==> src/rtl/fpu_sequencer.sv <==
// Multi-cycle FPU issue sequencer: holds the pipeline while an add/mul/div/sqrt
// unit runs, steers the result mux and flags the result for EX_MEM capture.
//
// state | meaning
// IDLE  | no FPU op in flight; a multi-cycle op in EX issues here
// RUN   | selected unit executing; counter counts down to zero
// DONE  | result valid for one cycle; held instruction leaves EX
module fpu_sequencer #(
  parameter int LAT_ADD  = 3,
  parameter int LAT_MUL  = 4,
  parameter int LAT_DIV  = 16,
  parameter int LAT_SQRT = 16,
  parameter int CNT_W    = 5
) (
  input  logic        clock,
  input  logic        clear,
  input  logic        fpu_sel,
  input  logic [3:0]  fpu_op,
  input  logic        flush,
  output logic        fpu_inprogress,
  output logic [3:0]  unit_start,
  output logic [3:0]  active_unit,
  output logic        result_valid,
  output logic [15:0] stall_count,
  output logic [15:0] op_count
);

  typedef enum logic [1:0] {IDLE, RUN, DONE} stateT;

  localparam logic [CNT_W-1:0] LOAD_ADD  = CNT_W'(LAT_ADD - 1);
  localparam logic [CNT_W-1:0] LOAD_MUL  = CNT_W'(LAT_MUL - 1);
  localparam logic [CNT_W-1:0] LOAD_DIV  = CNT_W'(LAT_DIV - 1);
  localparam logic [CNT_W-1:0] LOAD_SQRT = CNT_W'(LAT_SQRT - 1);

  stateT            state, stateNext;
  logic [CNT_W-1:0] cnt, cntNext;
  logic [CNT_W-1:0] issueLoad;
  logic [3:0]       issueUnit;
  logic [3:0]       activeNext;
  logic [3:0]       startNext;
  logic             issue;

  // Only 4'b10xx is multi-cycle; everything else completes in EX.
  always_comb begin
    issue     = fpu_sel && (fpu_op[3:2] == 2'b10);
    issueUnit = 4'b0001 << fpu_op[1:0];
    case (fpu_op[1:0])
      2'b00:   issueLoad = LOAD_ADD;
      2'b01:   issueLoad = LOAD_MUL;
      2'b10:   issueLoad = LOAD_DIV;
      default: issueLoad = LOAD_SQRT;
    endcase
  end

  always_comb begin
    stateNext      = state;
    cntNext        = cnt;
    activeNext     = active_unit;
    startNext      = 4'b0000;
    fpu_inprogress = 1'b0;
    result_valid   = 1'b0;
    case (state)
      IDLE: begin
        activeNext = 4'b0000;
        if (issue) begin
          fpu_inprogress = 1'b1;
          stateNext      = RUN;
          cntNext        = issueLoad;
          activeNext     = issueUnit;
          startNext      = issueUnit;
        end
      end
      RUN: begin
        fpu_inprogress = 1'b1;
        if (cnt == '0) stateNext = DONE;
        else           cntNext   = cnt - 1'b1;
      end
      DONE: begin
        // The held instruction is still in EX here, so fpu_sel is ignored.
        result_valid = 1'b1;
        stateNext    = IDLE;
        activeNext   = 4'b0000;
      end
      default: begin
        stateNext  = IDLE;
        cntNext    = '0;
        activeNext = 4'b0000;
      end
    endcase
    if (flush) begin
      stateNext      = IDLE;
      cntNext        = '0;
      activeNext     = 4'b0000;
      startNext      = 4'b0000;
      fpu_inprogress = 1'b0;
      result_valid   = 1'b0;
    end
    // Hold must drop the moment clear rises, before any clock edge.
    if (clear) fpu_inprogress = 1'b0;
  end

  always_ff @(posedge clock or posedge clear) begin
    if (clear) begin
      state       <= IDLE;
      cnt         <= '0;
      active_unit <= 4'b0000;
      unit_start  <= 4'b0000;
    end else begin
      state       <= stateNext;
      cnt         <= cntNext;
      active_unit <= activeNext;
      unit_start  <= startNext;
    end
  end

  always_ff @(posedge clock or posedge clear) begin
    if (clear) begin
      stall_count <= 16'h0000;
      op_count    <= 16'h0000;
    end else begin
      if (fpu_inprogress && (stall_count != 16'hFFFF))
        stall_count <= stall_count + 16'h0001;
      if (result_valid)
        op_count <= op_count + 16'h0001;
    end
  end

endmodule

==> config.mk <==
export PLATFORM = sky130hd
export DESIGN_NAME = fpu_sequencer
export DESIGN_NICKNAME = d
export VERILOG_FILES = /design/src/rtl/fpu_sequencer.sv
export SDC_FILE = /design/constraint.sdc
export NUM_CORES = 1
export LEC_CHECK = 0
export CELL_PAD_IN_SITES_DETAIL_PLACEMENT = 1
export CELL_PAD_IN_SITES_GLOBAL_PLACEMENT = 1
export CORE_AREA = 2 2 89 91
export DETAILED_ROUTE_END_ITERATION = 12
export DIE_AREA = 0 0 91 93
export GPL_ROUTABILITY_DRIVEN = 0
export GPL_TIMING_DRIVEN = 0
export PLACE_DENSITY_LB_ADDON = 0.2
export RECOVER_POWER = 25
export SLEW_MARGIN = 0
export SYNTH_ARGS = -nofsm -noshare
export SYNTH_HDL_FRONTEND = slang
export SYNTH_SLANG_ARGS = --single-unit
==> constraint.sdc <==
create_clock -name clock -period 1.8 [get_ports clock]
set_clock_uncertainty 0.05 [all_clocks]
set_input_delay 0.36 -clock clock [delete_from_list [all_inputs] [get_ports clock]]
set_output_delay 0.36 -clock clock [all_outputs]
set_load 0.005 [all_outputs]
==> out/qor.txt, run 1 <==
SYNTHESIS
----------------------------------------------------------------------------------
Total of warnings raised by yosys                                                0
Top FF cell, synth                                                    sky130_fd_sc_hd__dfrtp_1
Number of distinct library cells after synthesis                                41
Synthesized area                                                        2171 sq um
Post-synthesis register bit count                                               47
Syn Nets                                                                       201
Register area share after synthesis                                         54.18%
Post-Syn Area per Cell                                                 11.43 sq um
Post-synthesis instance total                                                  190
Post-synth ARST share                                                       100.0%
Number of synthesized flops with an enable pin                                   0

CTS
----------------------------------------------------------------------------------
Worst skew pair latency                                                    0.30 ns
Clock tree from TritonCTS                                                    built
Master cell of the clock root buffer                                  sky130_fd_sc_hd__clkbuf_8
Number of buffers created by CTS                                                 5
H-tree lvl count                                                                 2
Worst-case clock buffer depth                                                    2
Clock transition at the registers of the reported paths                    0.09 ns
Clock sink total                                                                47

RUN STATUS
----------------------------------------------------------------------------------
Violated checks                                                       setup timing
Status                                                                finished with violations

SETUP PATH
----------------------------------------------------------------------------------
Critical Path AT                                                           1.41 ns
Worst path required time                                                   1.39 ns
Biggest fanout along the worst timing path                                       3
CP Capture Type                                                       primary output
CP startpoint kind                                                    primary input
Type of the worst setup path                                             in -> out

ROUTING
----------------------------------------------------------------------------------
Average detailed-routed wire length per instance                      13.89 microns
Met2 Routed Length                                                        2.435 mm
First drt pass iteration count                                                   3
Via Count                                                                     1766
Number of DRC markers after the initial detailed-route iteration                52
Number of routed nets with antenna violations                                    0
Routed Wire Length                                                        5.082 mm
Length of routed met3 wiring                                           167 microns
Via density per instance                                                     4.825
Number of remaining DRC errors                                                   0
Top sig layer                                                                 met4
Met1 layer wirelength in the final routing                                2.420 mm

FLOORPLAN
----------------------------------------------------------------------------------
I/O pin count                                                                   50
Floorplan row count                                                             32
Die area                                                                8463 sq um
DIE HEIGHT                                                              93 microns
Starting Density                                                            28.84%
Width of the die                                                        91 microns
Core Footprint                                                          7527 sq um

PWR
----------------------------------------------------------------------------------
Sum of internal, switching and leakage power                              2.273 mW
Power density over the cells                                          732.0 nW/um^2
Static leakage                                                            1.367 nW
IR Drop Worst-Case VDD                                                 0.0004112 V

GRT
----------------------------------------------------------------------------------
Via count of the first global-routing pass                                    1767
Wire length of the first global-routing pass                              8.514 mm
Remaining global-route overflow                                                  0
Largest net degree at the start of global routing                               31
Initial antenna violation count                                                  0
Total Routing Usage GR                                                      12.48%

TIMING
----------------------------------------------------------------------------------
Final period demand of the worst path                                     1.818 ns
Count of final setup violators                                                   1
Share of the clock period used by the worst path after layout               101.0%
RSZ-0062 raised after global routing                                          true
Worst hold slack across all endpoints                                    0.1553 ns
Worst slew margin relative to its limit                                     50.44%
Final critical-path setup slack                                        -0.01754 ns
Final-report hold violation count                                                0
Least-Margin Pin Slew                                                    0.7434 ns
Max Transition Viols Final                                                       0
Max Freq                                                                 550.2 MHz
Setup tns final                                                        -0.01754 ns

FINISH
----------------------------------------------------------------------------------
Share of post-route cells with drive strength above 1                       21.59%
End-of-flow core utilization                                                41.26%
Signed area change from the synthesized netlist to the final layout         43.05%
Count of non-filler cells in the finished layout                               366
Post-layout nets                                                               274
Post-layout instance area                                               3105 sq um
Number of antenna diodes                                                         0

PLACE
----------------------------------------------------------------------------------
Number of placed instances with taps included                                  341
Placed wire-length estimate after detailed placement                      3.455 mm
Number of buffers inserted by port buffering                                    48
Post-placement setup slack                                              -0.8642 ns
Placed inst area                                                        2799 sq um

HOLD PATH
----------------------------------------------------------------------------------
Worst Hold Class                                                       in -> async

FLOW RUN
----------------------------------------------------------------------------------
Max-cap violations                                                               0

-- cell families after synthesis --
logic type                 after synthesis  synth area share, %
and+or+nand+nor                         68                18.96
AOI/OAI and AO/OA                       28                9.511
buffers and inverters                   12                2.363
DFF                                     47                54.18
xor gates and xnor gates                29                11.70
muxes                                    3                1.556
adders and majority gates                3                1.729
-- layout by cell type, fill, tap and decap left out, types with 4 or more instances in the layout --
cell type and instances:
sky130_fd_sc_hd__a21o_1 4, sky130_fd_sc_hd__and3_1 10, sky130_fd_sc_hd__and4_1 4, sky130_fd_sc_hd__buf_4 16
sky130_fd_sc_hd__buf_6 5, sky130_fd_sc_hd__clkbuf_8 5, sky130_fd_sc_hd__clkdlybuf4s50_1 42, sky130_fd_sc_hd__dfrtp_1 45
sky130_fd_sc_hd__nand2_1 10, sky130_fd_sc_hd__nand3_1 7, sky130_fd_sc_hd__nand4_1 7, sky130_fd_sc_hd__nor2_1 7
sky130_fd_sc_hd__nor3_1 4, sky130_fd_sc_hd__o211ai_1 5, sky130_fd_sc_hd__o21ai_0 6, sky130_fd_sc_hd__xnor2_1 21
sky130_fd_sc_hd__xor2_1 8
-- worst paths after layout --
path	start	end	slack [ns]	cells past startpoint
max	fpu_op[2]	fpu_inprogress	-0.02	5
max reg2reg	cnt[0]	cnt[0]	0.08	6
min	clear	stall_count[9]	0.16	2
min reg2reg	op_count[15]	op_count[15]	0.43	1
min in group clock	flush	cnt[0]	0.43	3
max in group asynchronous	clear	stall_count[14]	0.45	3
-- area by class of cell --
| cell class | instances | area [sq um] |
|---|---|---|
| plain buffers | 5 | 36.28 |
| clock buffers | 5 | 68.82 |
| clock inverters | 3 | 18.77 |
| fillers | 855 | 4422 |
| inverters | 6 | 27.53 |
| multi-input cells | 131 | 1023 |
| flip-flops and latches | 47 | 1179 |
| well taps | 102 | 127.6 |
| repair buffers | 67 | 624.3 |
-- power by group --
group | internal [mW] | leakage, nW | switching, mW | total [mW]
Clock | 0.274 | 0.0483 | 0.370 | 0.644
Combinational | 0.252 | 0.684 | 0.168 | 0.420
Sequential | 1.13 | 0.635 | 0.0846 | 1.21
Total | 1.65 | 1.37 | 0.622 | 2.27
-- synth_stat cells (2+ instances only) --
cell type	count	share of area (%)
sky130_fd_sc_hd__o2111ai_1	3	1.2
sky130_fd_sc_hd__nor4_1	6	1.7
sky130_fd_sc_hd__nand4_1	7	2.0
sky130_fd_sc_hd__a21o_1	4	1.4
sky130_fd_sc_hd__a2111o_1	2	1.0
sky130_fd_sc_hd__ha_1	3	1.7
sky130_fd_sc_hd__nor2_1	7	1.2
sky130_fd_sc_hd__nand2_1	10	1.7
sky130_fd_sc_hd__clkbuf_1	2	0.35
sky130_fd_sc_hd__xnor2_1	21	8.5
sky130_fd_sc_hd__and4_1	4	1.6
sky130_fd_sc_hd__inv_1	4	0.69
sky130_fd_sc_hd__o211ai_1	5	1.7
sky130_fd_sc_hd__o21ai_0	6	1.4
sky130_fd_sc_hd__o311ai_0	2	0.81
sky130_fd_sc_hd__and3_1	12	3.5
sky130_fd_sc_hd__mux2_2	2	1.0
sky130_fd_sc_hd__buf_2	4	0.92
sky130_fd_sc_hd__nor3_1	4	0.92
sky130_fd_sc_hd__dfrtp_1	47	54
sky130_fd_sc_hd__o21ai_1	2	0.46
sky130_fd_sc_hd__xor2_1	8	3.2
sky130_fd_sc_hd__nand3_1	7	1.6
-- what timing repair did --
action,in CTS,in global routing
resized for setup,33,16
buffers inserted,10,9
pin swaps,3,4
endpoints found under the setup margin,21,29
hold buffers,0,0
-- critical path, stage by stage --
cell and delay, ns:
sky130_fd_sc_hd__clkdlybuf4s15_1 0.17, sky130_fd_sc_hd__nand3b_1 0.19, sky130_fd_sc_hd__a2111o_1 0.51, sky130_fd_sc_hd__clkinv_4 0.09, sky130_fd_sc_hd__buf_6 0.09
-- state kept, by name (all words and copies together) (netlist names) --
name	cells
state	2
stall_count	16
unit_start	4
active_unit	4
cnt	5
op_count	16
-- layer usage --
layer | global-route usage (%) | vias up
li1 | - | 839
met1 | 16.26 | 887
met2 | 20.68 | 34
met3 | 2.981 | 6
met4 | 3.788 | 0
met5 | 0 | -
Note: power is estimated with default switching activity, not from simulation.
==> run 2: changes to the inputs <==
- CORE_AREA: 2 2 89 91 -> 2 2 80 101
- DIE_AREA: 0 0 91 93 -> 0 0 82 103
- SKIP_CTS_REPAIR_TIMING: unset -> 1
==> out/qor.txt, run 2 (same netlist as run 1, synthesis figures left out) <==
SETUP PATH
----------------------------------------------------------------------------------
Number of buffer and inverter stages on the critical path                        4
Delay-heaviest family, CP                                             buffers and inverters
R2R Path End                                                          stall_count[14]
CP Capture Type                                                               flop
Worst path required time                                                   1.97 ns
Type of the worst setup path                                            reg -> reg
CP startpoint kind                                                            flop
Worst-path cell chain                                                 buf_6 > inv_2 > a2111o_1 > buf_4 > buf_4 > nor4_4 > xor2_1
Biggest fanout along the worst timing path                                       6
Critical Path AT                                                           2.13 ns
Top cell by count, worst path                                         sky130_fd_sc_hd__buf_4
Critical path's slowest cell                                          sky130_fd_sc_hd__a2111o_1
Register-to-register setup slack                                          -0.16 ns
Crit path largest cell delay                                               0.50 ns
Startpoint of the worst-slack reg-to-reg timing path                      state[0]
Critical path origin                                                      state[0]
Count of cells along the worst register-to-register path                         7

TIMING
----------------------------------------------------------------------------------
Max Transition Viols Final                                                       0
Setup tns final                                                         -0.5949 ns
Share of the clock period used by the worst path after layout               108.8%
Count of final setup violators                                                   5
Final-report hold violation count                                                0
Worst slew margin relative to its limit                                     42.28%
Final period demand of the worst path                                     1.958 ns
Max Freq                                                                 510.7 MHz
Least-Margin Pin Slew                                                    0.8659 ns
Final critical-path setup slack                                         -0.1580 ns
RSZ-0062 raised after global routing                                          true

FINISH
----------------------------------------------------------------------------------
Signed area change from the synthesized netlist to the final layout         48.41%
Share of post-route cells with drive strength above 1                       23.40%
Largest registers                                                     op_count x16, stall_count x16, cnt x5
Most common cell after layout, fill and taps aside                    sky130_fd_sc_hd__dfrtp_1
Sequential cell area                                                    1180 sq um
Highest-count cells in the layout ignoring fill and taps              sky130_fd_sc_hd__dfrtp_1 (44), sky130_fd_sc_hd__clkdlybuf4s50_1 (42), sky130_fd_sc_hd__xnor2_1 (21), sky130_fd_sc_hd__buf_4 (17), sky130_fd_sc_hd__nand2_1 (10)
Number of antenna diodes                                                         0
Area used by multi-input combinational logic                            1094 sq um
Fillers                                                                        825
Post-layout nets                                                               276

GRT
----------------------------------------------------------------------------------
Largest net degree at the start of global routing                               34
Via count of the first global-routing pass                                    1699
Most congested layer reported by global routing                               met2
GR met1 Demand/Resource                                                     15.79%
Wire length of the first global-routing pass                              8.183 mm
Remaining global-route overflow                                                  0
Met2 Track Usage GR                                                         21.14%
Total Routing Usage GR                                                      12.51%
Initial antenna violation count                                                  0
Global routing usage on met3                                                2.627%

RUN STATUS
----------------------------------------------------------------------------------
Violated checks                                                       setup timing
Status                                                                finished with violations

ROUTING
----------------------------------------------------------------------------------
Routed Wire Length                                                        5.409 mm
Average detailed-routed wire length per instance                      15.03 microns
Via Count                                                                     1786
Number of remaining DRC errors                                                   0
Via density per instance                                                     4.961
Number of DRC markers after the initial detailed-route iteration                42
First drt pass iteration count                                                   4
Number of routed nets with antenna violations                                    0

CTS
----------------------------------------------------------------------------------
H-tree lvl count                                                                 2
Worst skew pair latency                                                    0.30 ns
Clock transition at the registers of the reported paths                    0.09 ns
Clock tree from TritonCTS                                                    built
Number of buffers created by CTS                                                 5
Master cell of the clock root buffer                                  sky130_fd_sc_hd__clkbuf_8
Clock sink total                                                                47
Worst-case clock buffer depth                                                    2

PLACE
----------------------------------------------------------------------------------
Placed wire-length estimate after detailed placement                      3.507 mm
Number of buffers inserted by port buffering                                    48

PWR
----------------------------------------------------------------------------------
IR Drop Worst-Case VDD                                                 0.0004391 V
Static leakage                                                            1.452 nW
Power density over the cells                                          736.2 nW/um^2
Sum of internal, switching and leakage power                              2.372 mW

FLOORPLAN
----------------------------------------------------------------------------------
Width of the die                                                        82 microns
I/O pin count                                                                   50
Die area                                                                8446 sq um
Core Footprint                                                          7567 sq um
Floorplan row count                                                             36
DIE HEIGHT                                                             103 microns
Starting Density                                                            28.69%

HOLD PATH
----------------------------------------------------------------------------------
Worst Hold Class                                                       in -> async

FLOW RUN
----------------------------------------------------------------------------------
Max-cap violations                                                               0

==> run 2: how the worst max path moves through the flow <==
stage                 endpoint  slack (ns)  cells after the start
6_report       stall_count[14]       -0.16                      7
5_1_grt        stall_count[14]       -0.24                      7
4_1_cts         fpu_inprogress       -0.90                      5
3_5_place_dp    fpu_inprogress       -0.89                      5
3_3_place_gp      op_count[13]       -0.88                      2
2_1_floorplan   stall_count[1]        0.04                      5
==> run 2: metrics by stage <==
step / setup WS (ns) / util, % / area (sq um) / cells / hold slack, ns
finish: -0.1580 / 42.58 / 3222 / 360 / 0.1186
detailed placement: -0.8943 / 36.87 / 2790 / 334 / 0.4222
CTS: -0.9023 / 38.23 / 2893 / 341 / 0.3643
floorplan: 0.04480 / - / 2171 / 190 / 0.3764
global route: -0.2446 / 42.58 / 3222 / 360 / 0.1740
global placement: -0.8826 / 36.61 / 2770 / 333 / 0.4113
==> run 2: final cells by class <==
type,count,share of cell area [%]
flip-flops and latches,47,36.62
plain buffers,5,1.320
clock inverters,1,0.9320
multi-input cells,132,33.94
well taps,95,3.689
clock buffers,6,2.252
repair buffers,68,20.47
inverters,6,0.7767
==> run 2: routing by layer <==
| metal | wire length [microns] | vias up |
|---|---|---|
| met1 | 2305 | 899 |
| met4 | 94 | 0 |
| met3 | 178 | 9 |
| met2 | 2831 | 36 |
| li1 | - | 842 |
| met5 | 0 | - |
==> run 2: power breakdown <==
group	leakage (nW)	internal, mW	switching [mW]	total (mW)
logic	0.767	0.232	0.154	0.386
registers	0.634	1.13	0.0947	1.22
clock network	0.0513	0.408	0.356	0.763
total	1.45	1.77	0.604	2.37
==> run 2: worst reg2reg max path, stage by stage (launching register included) <==
cell,delay [ns]
sky130_fd_sc_hd__dfrtp_1,0.35
sky130_fd_sc_hd__buf_6,0.12
sky130_fd_sc_hd__inv_2,0.04
sky130_fd_sc_hd__a2111o_1,0.50
sky130_fd_sc_hd__buf_4,0.18
sky130_fd_sc_hd__buf_4,0.17
sky130_fd_sc_hd__nor4_4,0.29
sky130_fd_sc_hd__xor2_1,0.20
==> run 3: changes to the inputs <==
--- a/config.mk
+++ b/config.mk
@@ -6,4 +6,5 @@
 export NUM_CORES = 1
 export LEC_CHECK = 0
+export CAP_MARGIN = 25
 export CELL_PAD_IN_SITES_DETAIL_PLACEMENT = 1
 export CELL_PAD_IN_SITES_GLOBAL_PLACEMENT = 1
--- a/constraint.sdc
+++ b/constraint.sdc
@@ -3,3 +3,3 @@
 set_input_delay 0.36 -clock clock [delete_from_list [all_inputs] [get_ports clock]]
 set_output_delay 0.36 -clock clock [all_outputs]
-set_load 0.005 [all_outputs]
+set_load 0.05 [all_outputs]
==> out/qor.txt, run 3 (same netlist as run 1, synthesis figures left out) <==
RUN STATUS
----------------------------------------------------------------------------------
Status                                                                finished with violations
Violated checks                                                       setup timing

SETUP PATH
----------------------------------------------------------------------------------
Critical Path AT                                                           1.53 ns
R2R Path End                                                          stall_count[12]
Critical path's slowest cell                                          sky130_fd_sc_hd__a2111o_1
Register-to-register setup slack                                          -0.08 ns
Worst path required time                                                   1.39 ns
Startpoint of the worst-slack reg-to-reg timing path                      state[0]
Crit path largest cell delay                                               0.46 ns
CP Capture Type                                                       primary output
Type of the worst setup path                                            reg -> out
Biggest fanout along the worst timing path                                       7
CP startpoint kind                                                            flop
Count of cells along the worst register-to-register path                         7
Worst-path cell chain                                                 buf_6 > inv_2 > a2111o_1 > clkinv_4 > buf_8

TIMING
----------------------------------------------------------------------------------
Final critical-path setup slack                                         -0.1381 ns
Worst hold slack across all endpoints                                    0.2286 ns
Setup tns final                                                         -0.2137 ns
Max Transition Viols Final                                                       0
Share of the clock period used by the worst path after layout               107.7%
RSZ-0062 raised after global routing                                          true
Count of final setup violators                                                   2
Worst slew margin relative to its limit                                     47.81%
Final-report hold violation count                                                0
Least-Margin Pin Slew                                                    0.7828 ns
Max Freq                                                                 516.0 MHz
Final period demand of the worst path                                     1.938 ns

CTS
----------------------------------------------------------------------------------
Worst skew pair latency                                                    0.30 ns
Number of buffers created by CTS                                                 5
H-tree lvl count                                                                 2
Clock transition at the registers of the reported paths                    0.09 ns
Clock tree from TritonCTS                                                    built
Worst-case clock buffer depth                                                    2
Master cell of the clock root buffer                                  sky130_fd_sc_hd__clkbuf_8
Clock sink total                                                                47

FINISH
----------------------------------------------------------------------------------
Signed area change from the synthesized netlist to the final layout         53.03%
Share of post-route cells with drive strength above 1                       24.71%
Number of antenna diodes                                                         0
Highest-count cells in the layout ignoring fill and taps              sky130_fd_sc_hd__dlymetal6s2s_1 (43), sky130_fd_sc_hd__dfrtp_1 (38), sky130_fd_sc_hd__xnor2_1 (21), sky130_fd_sc_hd__buf_4 (13)
Post-layout instance area                                               3322 sq um
Post-layout nets                                                               273
Largest registers                                                     op_count x16, stall_count x16, cnt x5
Fillers                                                                        806
Most common cell after layout, fill and taps aside                    sky130_fd_sc_hd__dlymetal6s2s_1
End-of-flow core utilization                                                43.90%

GRT
----------------------------------------------------------------------------------
Total Routing Usage GR                                                      13.00%
Wire length of the first global-routing pass                              8.583 mm
Via count of the first global-routing pass                                    1793
Initial antenna violation count                                                  0
Remaining global-route overflow                                                  0
Largest net degree at the start of global routing                               36

ROUTING
----------------------------------------------------------------------------------
First drt pass iteration count                                                   4
Number of routed nets with antenna violations                                    0
Via Count                                                                     1796
Average detailed-routed wire length per instance                      15.66 microns
Number of DRC markers after the initial detailed-route iteration                48
Number of remaining DRC errors                                                   0
Routed Wire Length                                                        5.606 mm
Via density per instance                                                     5.017

PWR
----------------------------------------------------------------------------------
Register share of total power                                                48.7%
Design internal power                                                     1.661 mW
Switching Share                                                             33.67%
Power density over the cells                                          753.8 nW/um^2
Power share of the clock group                                               25.5%
IR Drop Worst-Case VDD                                                 0.0004384 V
Static leakage                                                            2.100 nW
Logic pwr share                                                              25.8%
Total net switching power                                                0.8431 mW

FLOORPLAN
----------------------------------------------------------------------------------
I/O pin count                                                                   50
DIE HEIGHT                                                             103 microns
Core Footprint                                                          7567 sq um
Floorplan row count                                                             36
Width of the die                                                        82 microns
Starting Density                                                            28.69%
Die area                                                                8446 sq um

FLOW RUN
----------------------------------------------------------------------------------
Max-cap violations                                                               0

PLACE
----------------------------------------------------------------------------------
Placed wire-length estimate after detailed placement                      3.697 mm
Number of buffers inserted by port buffering                                    48
Placed inst area                                                        2825 sq um

HOLD PATH
----------------------------------------------------------------------------------
Worst Hold Class                                                       in -> async

[run 3: how the worst max path moves through the flow]
stage / startpoint / endpoint / slack, ns / cells after the start
6_report: state[0] / fpu_inprogress / -0.14 / 5
5_1_grt: state[1] / fpu_inprogress / -0.19 / 4
3_5_place_dp: fpu_op[2] / fpu_inprogress / -1.08 / 5
2_1_floorplan: state[0] / op_count[13] / -0.14 / 6
4_1_cts: fpu_op[2] / fpu_inprogress / -1.09 / 5
3_3_place_gp: fpu_op[2] / fpu_inprogress / -1.09 / 5
[run 3: cell type report]
class | instances | area [sq um] | share of cell area (%)
sequential | 47 | 1187 | 35.74
multi-input combinational | 132 | 1122 | 33.79
timing repair buffer | 65 | 724.4 | 21.81
tap | 95 | 118.9 | 3.578
clock buffer | 6 | 72.57 | 2.185
buffer | 5 | 56.30 | 1.695
inverter | 6 | 27.53 | 0.8286
clock inverter | 2 | 12.51 | 0.3766
[run 3: power groups by stage]
stage	registers, mW	clock network, mW	logic (mW)
detailed placement	1.25	0	0.542
global route	1.23	0.712	0.698
CTS	1.22	0.673	0.544
finish	1.22	0.640	0.646
global placement	1.24	0	0.530
floorplan	1.43	0	0.151
[run 3: stage by stage]
step	instances	setup slack, ns	power (mW)
floorplan	190	-0.1352	1.580
global placement	333	-1.095	1.770
detailed placement	334	-1.082	1.787
CTS	342	-1.089	2.441
global route	358	-0.1903	2.642
finish	358	-0.1381	2.504
[run 3: worst max-delay path, delay by kind of cell (launching register included)]
kind	cells	cell delay (ns)
buffers and inverters	4	0.42
flip-flops	1	0.34
AO/OA/AOI/OAI	1	0.46
[run 3: layer usage]
layer | GRT usage [%] | up-vias | share of wire, %
met3 | 2.890 | 7 | 4.1
met4 | 4.231 | 0 | 1.2
met2 | 22.33 | 38 | 53
li1 | - | 839 | -
met5 | 0 | - | 0
met1 | 16.07 | 912 | 42
